==> config.mk <==
export PLATFORM = sky130hd
export DESIGN_NAME = alu_seq_fsm
export DESIGN_NICKNAME = d
export VERILOG_FILES = /design/src/rtl/alu_seq_fsm.sv
export SDC_FILE = /design/constraint.sdc
export NUM_CORES = 1
export LEC_CHECK = 0
export ABC_AREA = 1
export BUFFER_PORTS_ARGS = -buffer_cell sky130_fd_sc_hd__buf_2
export CAP_MARGIN = 20
export CORE_ASPECT_RATIO = 0.75
export CORE_MARGIN = 2
export CORE_UTILIZATION = 44
export CTS_CLUSTER_SIZE = 10
export DETAILED_ROUTE_END_ITERATION = 6
export PLACE_DENSITY = 0.76
export REMOVE_ABC_BUFFERS = 1
export SLEW_MARGIN = 30
export SYNTH_ARGS = -nofsm -noshare
export SYNTH_HDL_FRONTEND = slang
export SYNTH_SLANG_ARGS = --single-unit
==> constraint.sdc <==
create_clock -name clk -period 1.3 [get_ports clk]
set_input_delay 0.195 -clock clk [delete_from_list [all_inputs] [get_ports clk]]
set_output_delay 0.195 -clock clk [all_outputs]
set_load 0.02 [all_outputs]
==> src/rtl/alu_seq_fsm.sv <==
// ALU instruction sequencer: walks one captured ALU instruction through the
// shared-bus strobe sequence and reports completion with a done/err pulse.
module alu_seq_fsm #(
    parameter int DATA_W   = 16,
    parameter int NUM_REGS = 6,
    parameter int FIELD_W  = 6,
    parameter int OPC_W    = 4,
    parameter int OPC_IMM0 = 1,
    parameter int OPC_IMM1 = 2,
    parameter int OPC_REG0 = 3,
    parameter int OPC_CMPI = 4,
    parameter int SIGN_EXT = 0,
    localparam int INSTR_W = OPC_W + 2*FIELD_W
) (
    input  logic                clk,
    input  logic                rst,
    input  logic                start,
    input  logic                abort,
    input  logic [INSTR_W-1:0]  instruction,
    output logic                busy,
    output logic                done,
    output logic                err,
    output logic                pc_inc,
    output logic [NUM_REGS-1:0] rx_out,
    output logic [NUM_REGS-1:0] rx_in,
    output logic                alu_in0,
    output logic                alu_in1,
    output logic                alu_out_latch,
    output logic                alu_out_en,
    output logic                imm_en,
    output logic [DATA_W-1:0]   imm_out
);

    typedef enum logic [3:0] {
        S_IDLE,
        S_ERR,
        S_FETCH,
        S_LOAD_A,
        S_DRIVE_B,
        S_LOAD_B,
        S_LATCH,
        S_DRIVE_OUT,
        S_WRITE,
        S_DONE
    } state_t;

    localparam logic [OPC_W-1:0]   OP_IMM0 = OPC_W'(OPC_IMM0);
    localparam logic [OPC_W-1:0]   OP_IMM1 = OPC_W'(OPC_IMM1);
    localparam logic [OPC_W-1:0]   OP_REG0 = OPC_W'(OPC_REG0);
    localparam logic [OPC_W-1:0]   OP_CMPI = OPC_W'(OPC_CMPI);
    localparam logic [FIELD_W-1:0] NREG_F  = FIELD_W'(NUM_REGS);
    localparam logic               SX      = (SIGN_EXT != 0);

    state_t               state, next_state;
    logic [INSTR_W-1:0]   instr_q;
    logic                 capture;

    logic [OPC_W-1:0]     in_opc, q_opc;
    logic [FIELD_W-1:0]   in_a, in_b, q_a, q_b;
    logic                 in_valid, in_legal;
    logic                 q_imm, q_cmp;
    logic [NUM_REGS-1:0]  oh_a, oh_b;
    logic [DATA_W-1:0]    ext_b;

    function automatic logic is_imm_class(input logic [OPC_W-1:0] opc);
        return (opc == OP_IMM0) || (opc == OP_IMM1) || (opc == OP_CMPI);
    endfunction

    // Register index 0 selects the MSB of the one-hot enable vector.
    function automatic logic [NUM_REGS-1:0] onehot(input logic [FIELD_W-1:0] idx);
        logic [NUM_REGS-1:0] v;
        v = '0;
        for (int k = 0; k < NUM_REGS; k++) begin
            if (idx == FIELD_W'(NUM_REGS-1-k)) v[k] = 1'b1;
        end
        return v;
    endfunction

    assign in_opc   = instruction[INSTR_W-1 -: OPC_W];
    assign in_a     = instruction[2*FIELD_W-1 -: FIELD_W];
    assign in_b     = instruction[FIELD_W-1:0];
    assign in_valid = is_imm_class(in_opc) || (in_opc == OP_REG0);
    assign in_legal = (in_a < NREG_F) && ((in_opc != OP_REG0) || (in_b < NREG_F));

    assign q_opc = instr_q[INSTR_W-1 -: OPC_W];
    assign q_a   = instr_q[2*FIELD_W-1 -: FIELD_W];
    assign q_b   = instr_q[FIELD_W-1:0];
    assign q_imm = is_imm_class(q_opc);
    assign q_cmp = (q_opc == OP_CMPI);
    assign oh_a  = onehot(q_a);
    assign oh_b  = onehot(q_b);
    assign ext_b = {{(DATA_W-FIELD_W){q_b[FIELD_W-1] & SX}}, q_b};

    // State register; reset drops straight back to IDLE.
    always_ff @(posedge clk or posedge rst) begin
        if (rst) state <= S_IDLE;
        else     state <= next_state;
    end

    // Instruction capture on an accepted start so later bus changes are ignored.
    always_ff @(posedge clk or posedge rst) begin
        if (rst)          instr_q <= '0;
        else if (capture) instr_q <= instruction;
    end

    // Next-state decode and Moore strobe generation from state and captured instruction.
    always_comb begin
        next_state    = state;
        capture       = 1'b0;
        busy          = (state != S_IDLE);
        done          = 1'b0;
        err           = 1'b0;
        pc_inc        = 1'b0;
        rx_out        = '0;
        rx_in         = '0;
        alu_in0       = 1'b0;
        alu_in1       = 1'b0;
        alu_out_latch = 1'b0;
        alu_out_en    = 1'b0;
        imm_en        = 1'b0;
        imm_out       = '0;
        case (state)
            S_IDLE: begin
                if (start && !abort && in_valid) begin
                    capture    = 1'b1;
                    next_state = in_legal ? S_FETCH : S_ERR;
                end
            end
            S_ERR: begin
                done       = 1'b1;
                err        = 1'b1;
                pc_inc     = 1'b1;
                next_state = S_IDLE;
            end
            S_FETCH: begin
                pc_inc     = 1'b1;
                rx_out     = oh_a;
                next_state = S_LOAD_A;
            end
            S_LOAD_A: begin
                rx_out     = oh_a;
                alu_in0    = 1'b1;
                next_state = S_DRIVE_B;
            end
            S_DRIVE_B, S_LOAD_B: begin
                if (q_imm) begin
                    imm_en  = 1'b1;
                    imm_out = ext_b;
                end else begin
                    rx_out  = oh_b;
                end
                alu_in1    = (state == S_LOAD_B);
                next_state = (state == S_LOAD_B) ? S_LATCH : S_LOAD_B;
            end
            S_LATCH: begin
                alu_out_latch = 1'b1;
                next_state    = S_DRIVE_OUT;
            end
            S_DRIVE_OUT: begin
                alu_out_en = 1'b1;
                next_state = q_cmp ? S_DONE : S_WRITE;
            end
            S_WRITE: begin
                alu_out_en = 1'b1;
                rx_in      = oh_a;
                next_state = S_DONE;
            end
            S_DONE: begin
                done       = 1'b1;
                next_state = S_IDLE;
            end
            default: next_state = S_IDLE;
        endcase
        if (abort && (state != S_IDLE)) next_state = S_IDLE;
    end

endmodule

-- Yosys cells after proc, flatten, opt, wreduce, memory -nomap -nowiden
Index checks and enable logic that the tools add are counted.
- flip-flop bits (word level): 20
- input port bits: 20
- output and inout port bits: 37
- logic and storage cells: 86
- magnitude comparators: 2
- equality and inequality tests: 28
- mux-type cells: 34
- reductions and logical operators: 20
- operators with widths (kind ; count):
    case mux 4 bit (7 select lines) ; 1
    equality test 4 x 3 -> 1 bit (second input constant) ; 6
    equality test 6 x 2 -> 1 bit (second input constant) ; 4
    equality test 6 x 3 -> 1 bit (second input constant) ; 4
    two-way mux 1 bit ; 24
    two-way mux 6 bit ; 4
    equality test 4 x 2 -> 1 bit (second input constant) ; 5
    equality test 4 x 1 -> 1 bit (second input constant) ; 3
    equality test 6 x 1 -> 1 bit (second input constant) ; 2
    logical NOT 6 bit ; 2
    < comparator 6 x 3 -> 1 bit (second input constant) ; 2
    case mux 6 bit (2 select lines) ; 1
    OR reduction 2 bit ; 5
    equality test 4 bit (second input constant) ; 2
    two-way mux 4 bit ; 2
    logical OR 1 bit ; 6
    logical AND 1 bit ; 4
    logical NOT 4 bit ; 1
    two-way mux 2 bit ; 2
    != test 4 x 2 -> 1 bit (second input constant) ; 1
    nonzero test 4 bit ; 1
    != test 3 bit (second input constant) ; 1
    logical NOT 1 bit ; 1

-- Depth between registers and ports, before layout
- depth after elaboration: 8
- gate-level depth with buffers: 9
- depth with buffers taken out: 9

-- Worst setup path before layout
OpenSTA, ideal clock, no wires.
- path kind: register to output
- from: register state[3]
- to: output rx_out[2]
- arrival time: 1.338 ns
- data required time: 1.105 ns
- path slack: -0.233 ns
- stages on the path, launching flop included: 6
- path buffers: 0
- cells stage by stage: dfrtp_1 -> inv_1 -> nand2_1 -> nor2_4 -> nand3_1 -> o21ai_0
- longest elaborated chain between the ends: 3
- elaborated cells between the ends (all ways): 7
- those cells by class: 4 x eq/ne; 1 x mux; 2 x reduce/logical
- RTL lines (item ; RTL line ; source):
    from (decl) ; 54 ; state_t state, next_state;
    from (signal assigned) ; 97 ; else state <= next_state;
    equality test 4 x 3 -> 1 bit or equality test 4 x 2 -> 1 bit (tied branches) ; 122 ; case (state)
    OR reduction 2 bit (on tied branches) ; n/a ;
    case mux 6 bit (2 select lines) (*) ; 122 ;
    to (decl) ; 24 ; output logic [NUM_REGS-1:0] rx_out,
Mark *: on every way between the ends. The rest lies on a longest branch, timed or not.

-- Worst setup path after layout
- from: register state[3]
- to: output rx_out[3]
The elaborated chain is that of the path after synthesis.

==> metrics.md <==
| Metric | Value |
|---|---|
| Worst Reg-to-Reg Cells | `11` |
| Commonest non-fill, non-tap cells in the layout | `43 x nand2_1, 41 x buf_6, 40 x buf_4` |
| Wire per inst | `around 18 um` |
| Chip width | `between 70 and 80 um` |
| Final min period | `1.82 ns` |
| DIE AREA | `roughly 3800 um2` |
| Pwr Total | `5.47 mW` |
| Vias per inst | `approximately 5.3` |
| Critical path type | `flip-flop to primary output` |
| # diodes | `0` |
| Gpl congestion | `a little under 0.8` |
| Commonest non-fill, non-tap cell in the layout | `nand2_1` |
| Status | `finished, violations left` |
| Synth warn | `0` |
| Nets | `345` |
| FF-to-FF setup slack | `-0.31 ns` |
| Post-synthesis mux area share | `0%` |
| Clk slew on worst S/H paths | `0.08 ns` |
| Critical Path AT | `approximately 1.6 ns` |
| I/O Buffers | `46` |
| Inst Count DP | `between 300 and 400` |
| Setup Skew | `between 0.003 and 0.004 ns` |
| Leakage power | `around 1.4 nW` |
| Clock Tree Root | `clkbuf_8` |
| CP Launch Point | `state[3]` |
| Post-Synth Simple-Gate Area | `39.3%` |
| Seq cells post-synth | `20` |
| Failing checks | `setup timing` |
| Switching part of the total | `~48%` |
| Slew Viols, Final | `0` |
| Share of power burned in registers | `between 20% and 30%` |
| Crit-path max FO | `4` |
| Synth Area in Adders | `0%` |
| Cell Chain, Critical Path | `buf_4, nor2_4, nand2_2, inv_2, nand4_1, o21ai_1, buf_4` |
| Drt initial violations | `between 150 and 200` |
| Share of cells above drive strength 1 | `around 60%` |
| Drt total wl | `6420 um` |
| VDD IR-drop max | `between 1 and 1.5 mV` |
| Worst R2R End | `state[0]` |
| Final Util | `around 87%` |
| Clock latency on the worst-skew pair | `~0.26 ns` |
| H-tree depth | `1` |
| Worst setup path end | `rx_out[3]` |
| CTS tree | `built` |
| Synth cell types | `24` |
| Final setup margin | `-0.521 ns` |
| Core ar. | `about 3200 um2` |
| CP max-delay cell | `dfrtp_1` |
| DR pass1 iterations | `5` |
| CP Data Required Time | `between 1 and 1.5 ns` |
| Seq/Total Area, Yosys | `around a third` |
| Hold Vio Cnt, Final | `0` |
| Crit start category | `flip-flop` |
| RSZ-0062 raised after global routing | `true` |
| Vias in the first global route | `roughly 1700` |
| Syn-to-layout area delta | `91.9%` |
| Worst path max stage delay | `0.43 ns` |
| Finished Layout Cells | `~360` |
| Worst Setup End Kind | `primary output` |
| XOR/XNOR Fraction of Synth Area | `0%` |
| Clock buffer depth | `2` |
| Routed via count | `1930` |
| Number of I/O pins | `57` |
| Min-delay worst type | `input pin to flip-flop` |
| Worst r2r src | `state[3]` |
| Final period util | `140%` |
| PwrDens | `~2000 nW/um2` |
| Avg Cell Area, Syn | `about 6.7 um2` |
| Internal | `between 2 and 3 mW` |
| Synth Instances | `~220` |
| Logic gate share of total power | `a little under three quarters` |
| GRT Residual Overflow | `0` |
| DPL Wire Length | `between 2000 and 3000 um` |
| Main combinational cell family by area after synthesis | `simple AND/OR/NAND/NOR gates` |
| Die Span Y | `between 50 and 60 um` |
| Clock sink total | `20` |
| Total CTS buffers | `3` |
| Mapped Area | `about 1500 um2` |
| Max-cap violations | `0` |
| First-pass GRT wire length | `around 7500 um` |
| P_sw | `2.63 mW` |
| DRC | `0` |
| Clock power share | `slightly below 8%` |
| Final setup fails | `between 40 and 50` |
| Pin count of the biggest net entering global routing | `21` |
| Post-synthesis compound-gate area fraction | `9.06%` |
| Initial Util | `45.1%` |
| Initial antenna violation count | `0` |
| Maximum clock rate | `about 550 MHz` |
| Row cnt | `18` |
| ANT nets after route | `0` |
| Total GRT Usage | `approximately a quarter` |
| Crit-path most repeated cell | `buf_4` |
## cells in the mapped netlist
| cell | n | area [um2] |
|---|---|---|
| buf_4 | 10 | 75.1 |
| buf_6 | 2 | 22.5 |
| conb_1 | 1 | 3.75 |
| dfrtp_1 | 20 | 500 |
| inv_1 | 39 | 146 |
| inv_2 | 2 | 7.51 |
| nand2_1 | 62 | 233 |
| nand2_4 | 1 | 11.3 |
| nand3_1 | 13 | 65.1 |
| nand3_2 | 3 | 30.0 |
| nand4_1 | 5 | 31.3 |
| nor2_1 | 28 | 105 |
| nor2_2 | 2 | 12.5 |
| nor2_4 | 2 | 22.5 |
| nor2_8 | 1 | 20.0 |
| nor2b_1 | 2 | 12.5 |
| nor3_1 | 2 | 10.0 |
| nor3_2 | 1 | 10.0 |
| nor4_1 | 2 | 12.5 |
| o21ai_0 | 7 | 35.0 |
| o21ai_1 | 5 | 25.0 |
| o21ai_2 | 6 | 52.6 |
| o22ai_1 | 2 | 12.5 |
| o31ai_1 | 1 | 7.51 |
## per-layer routing
layer  up-vias  track usage, %  part of all wire, %
met1       906            30.9                   37
met2       116            49.4                   53
met5         -               0                    0
li1        875               -                    -
met3        33            3.00                  6.4
met4         0            7.86                  4.0
## cell type report
| type | instances | area (um2) |
|---|---|---|
| timing repair buffer | 104 | 927 |
| tap | 40 | 50.0 |
| clock buffer | 3 | 41.3 |
| inverter | 41 | 159 |
| sequential | 20 | 503 |
| fill | 148 | 434 |
| multi-input combinational | 155 | 1130 |
## cell families after synthesis
group / Yosys count
AND/OR/NAND/NOR: 124
buffers and inverters: 53
AO/OA/AOI/OAI: 21
flip-flops: 20
other: 1
## sequential cells by signal, indices dropped and copies added, names as in the netlist
signal	flops
state	4
instr_q	16
## worst min path at each step
stage / slack [ns] / depth (start not counted) / endpoint / from
3_3_place_gp: 0.23 / 3 / instr_q[10] / rst
4_1_cts: 0.15 / 3 / instr_q[6] / instruction[6]
2_1_floorplan: 0.16 / 1 / instr_q[0] / rst
5_1_grt: 0.18 / 3 / instr_q[6] / instruction[6]
3_5_place_dp: 0.23 / 3 / instr_q[10] / rst
6_report: 0.16 / 3 / instr_q[5] / instruction[5]
## timing repair
item | CTS | global route
buffers inserted | 23 | 9
pin swaps | 14 | 35
hold buffers | 1 | 0
resized for setup | 105 | 69
setup endpoints to repair | 30 | 46
endpoints found under the hold margin | 20 | 0
## per-stage QoR
| stage | TNS [ns] | hold slack (ns) | setup WS [ns] | cell area, um2 |
|---|---|---|---|---|
| finish | -11.99 | 0.158 | -0.521 | 2810 |
| global route | -13.75 | 0.177 | -0.547 | 2810 |
| CTS | -7.20 | 0.149 | -0.322 | 2490 |
| detailed placement | -2.05 | 0.232 | -0.159 | 1930 |
| global placement | -1.29 | 0.234 | -0.111 | 1930 |
| floorplan | -1.65 | 0.159 | -0.233 | 1400 |
## power by group through the flow
| stage | clock (mW) | sequential, mW | combinational (mW) |
|---|---|---|---|
| 2_1_floorplan | 0 | 1.05 | 1.21 |
| 3_3_place_gp | 0 | 1.06 | 2.03 |
| 3_5_place_dp | 0 | 1.07 | 2.08 |
| 4_1_cts | 0.404 | 1.08 | 2.96 |
| 5_1_grt | 0.440 | 1.18 | 4.13 |
| 6_report | 0.422 | 1.15 | 3.89 |
## worst max-delay path, delay by kind of cell, from the launching register on
kind | cells | cell delay (ns)
AND/OR/NAND/NOR | 3 | 0.33
flip-flops | 1 | 0.43
AO/OA/AOI/OAI | 1 | 0.15
buffers and inverters | 3 | 0.46
(Power assumes the default switching activity.)
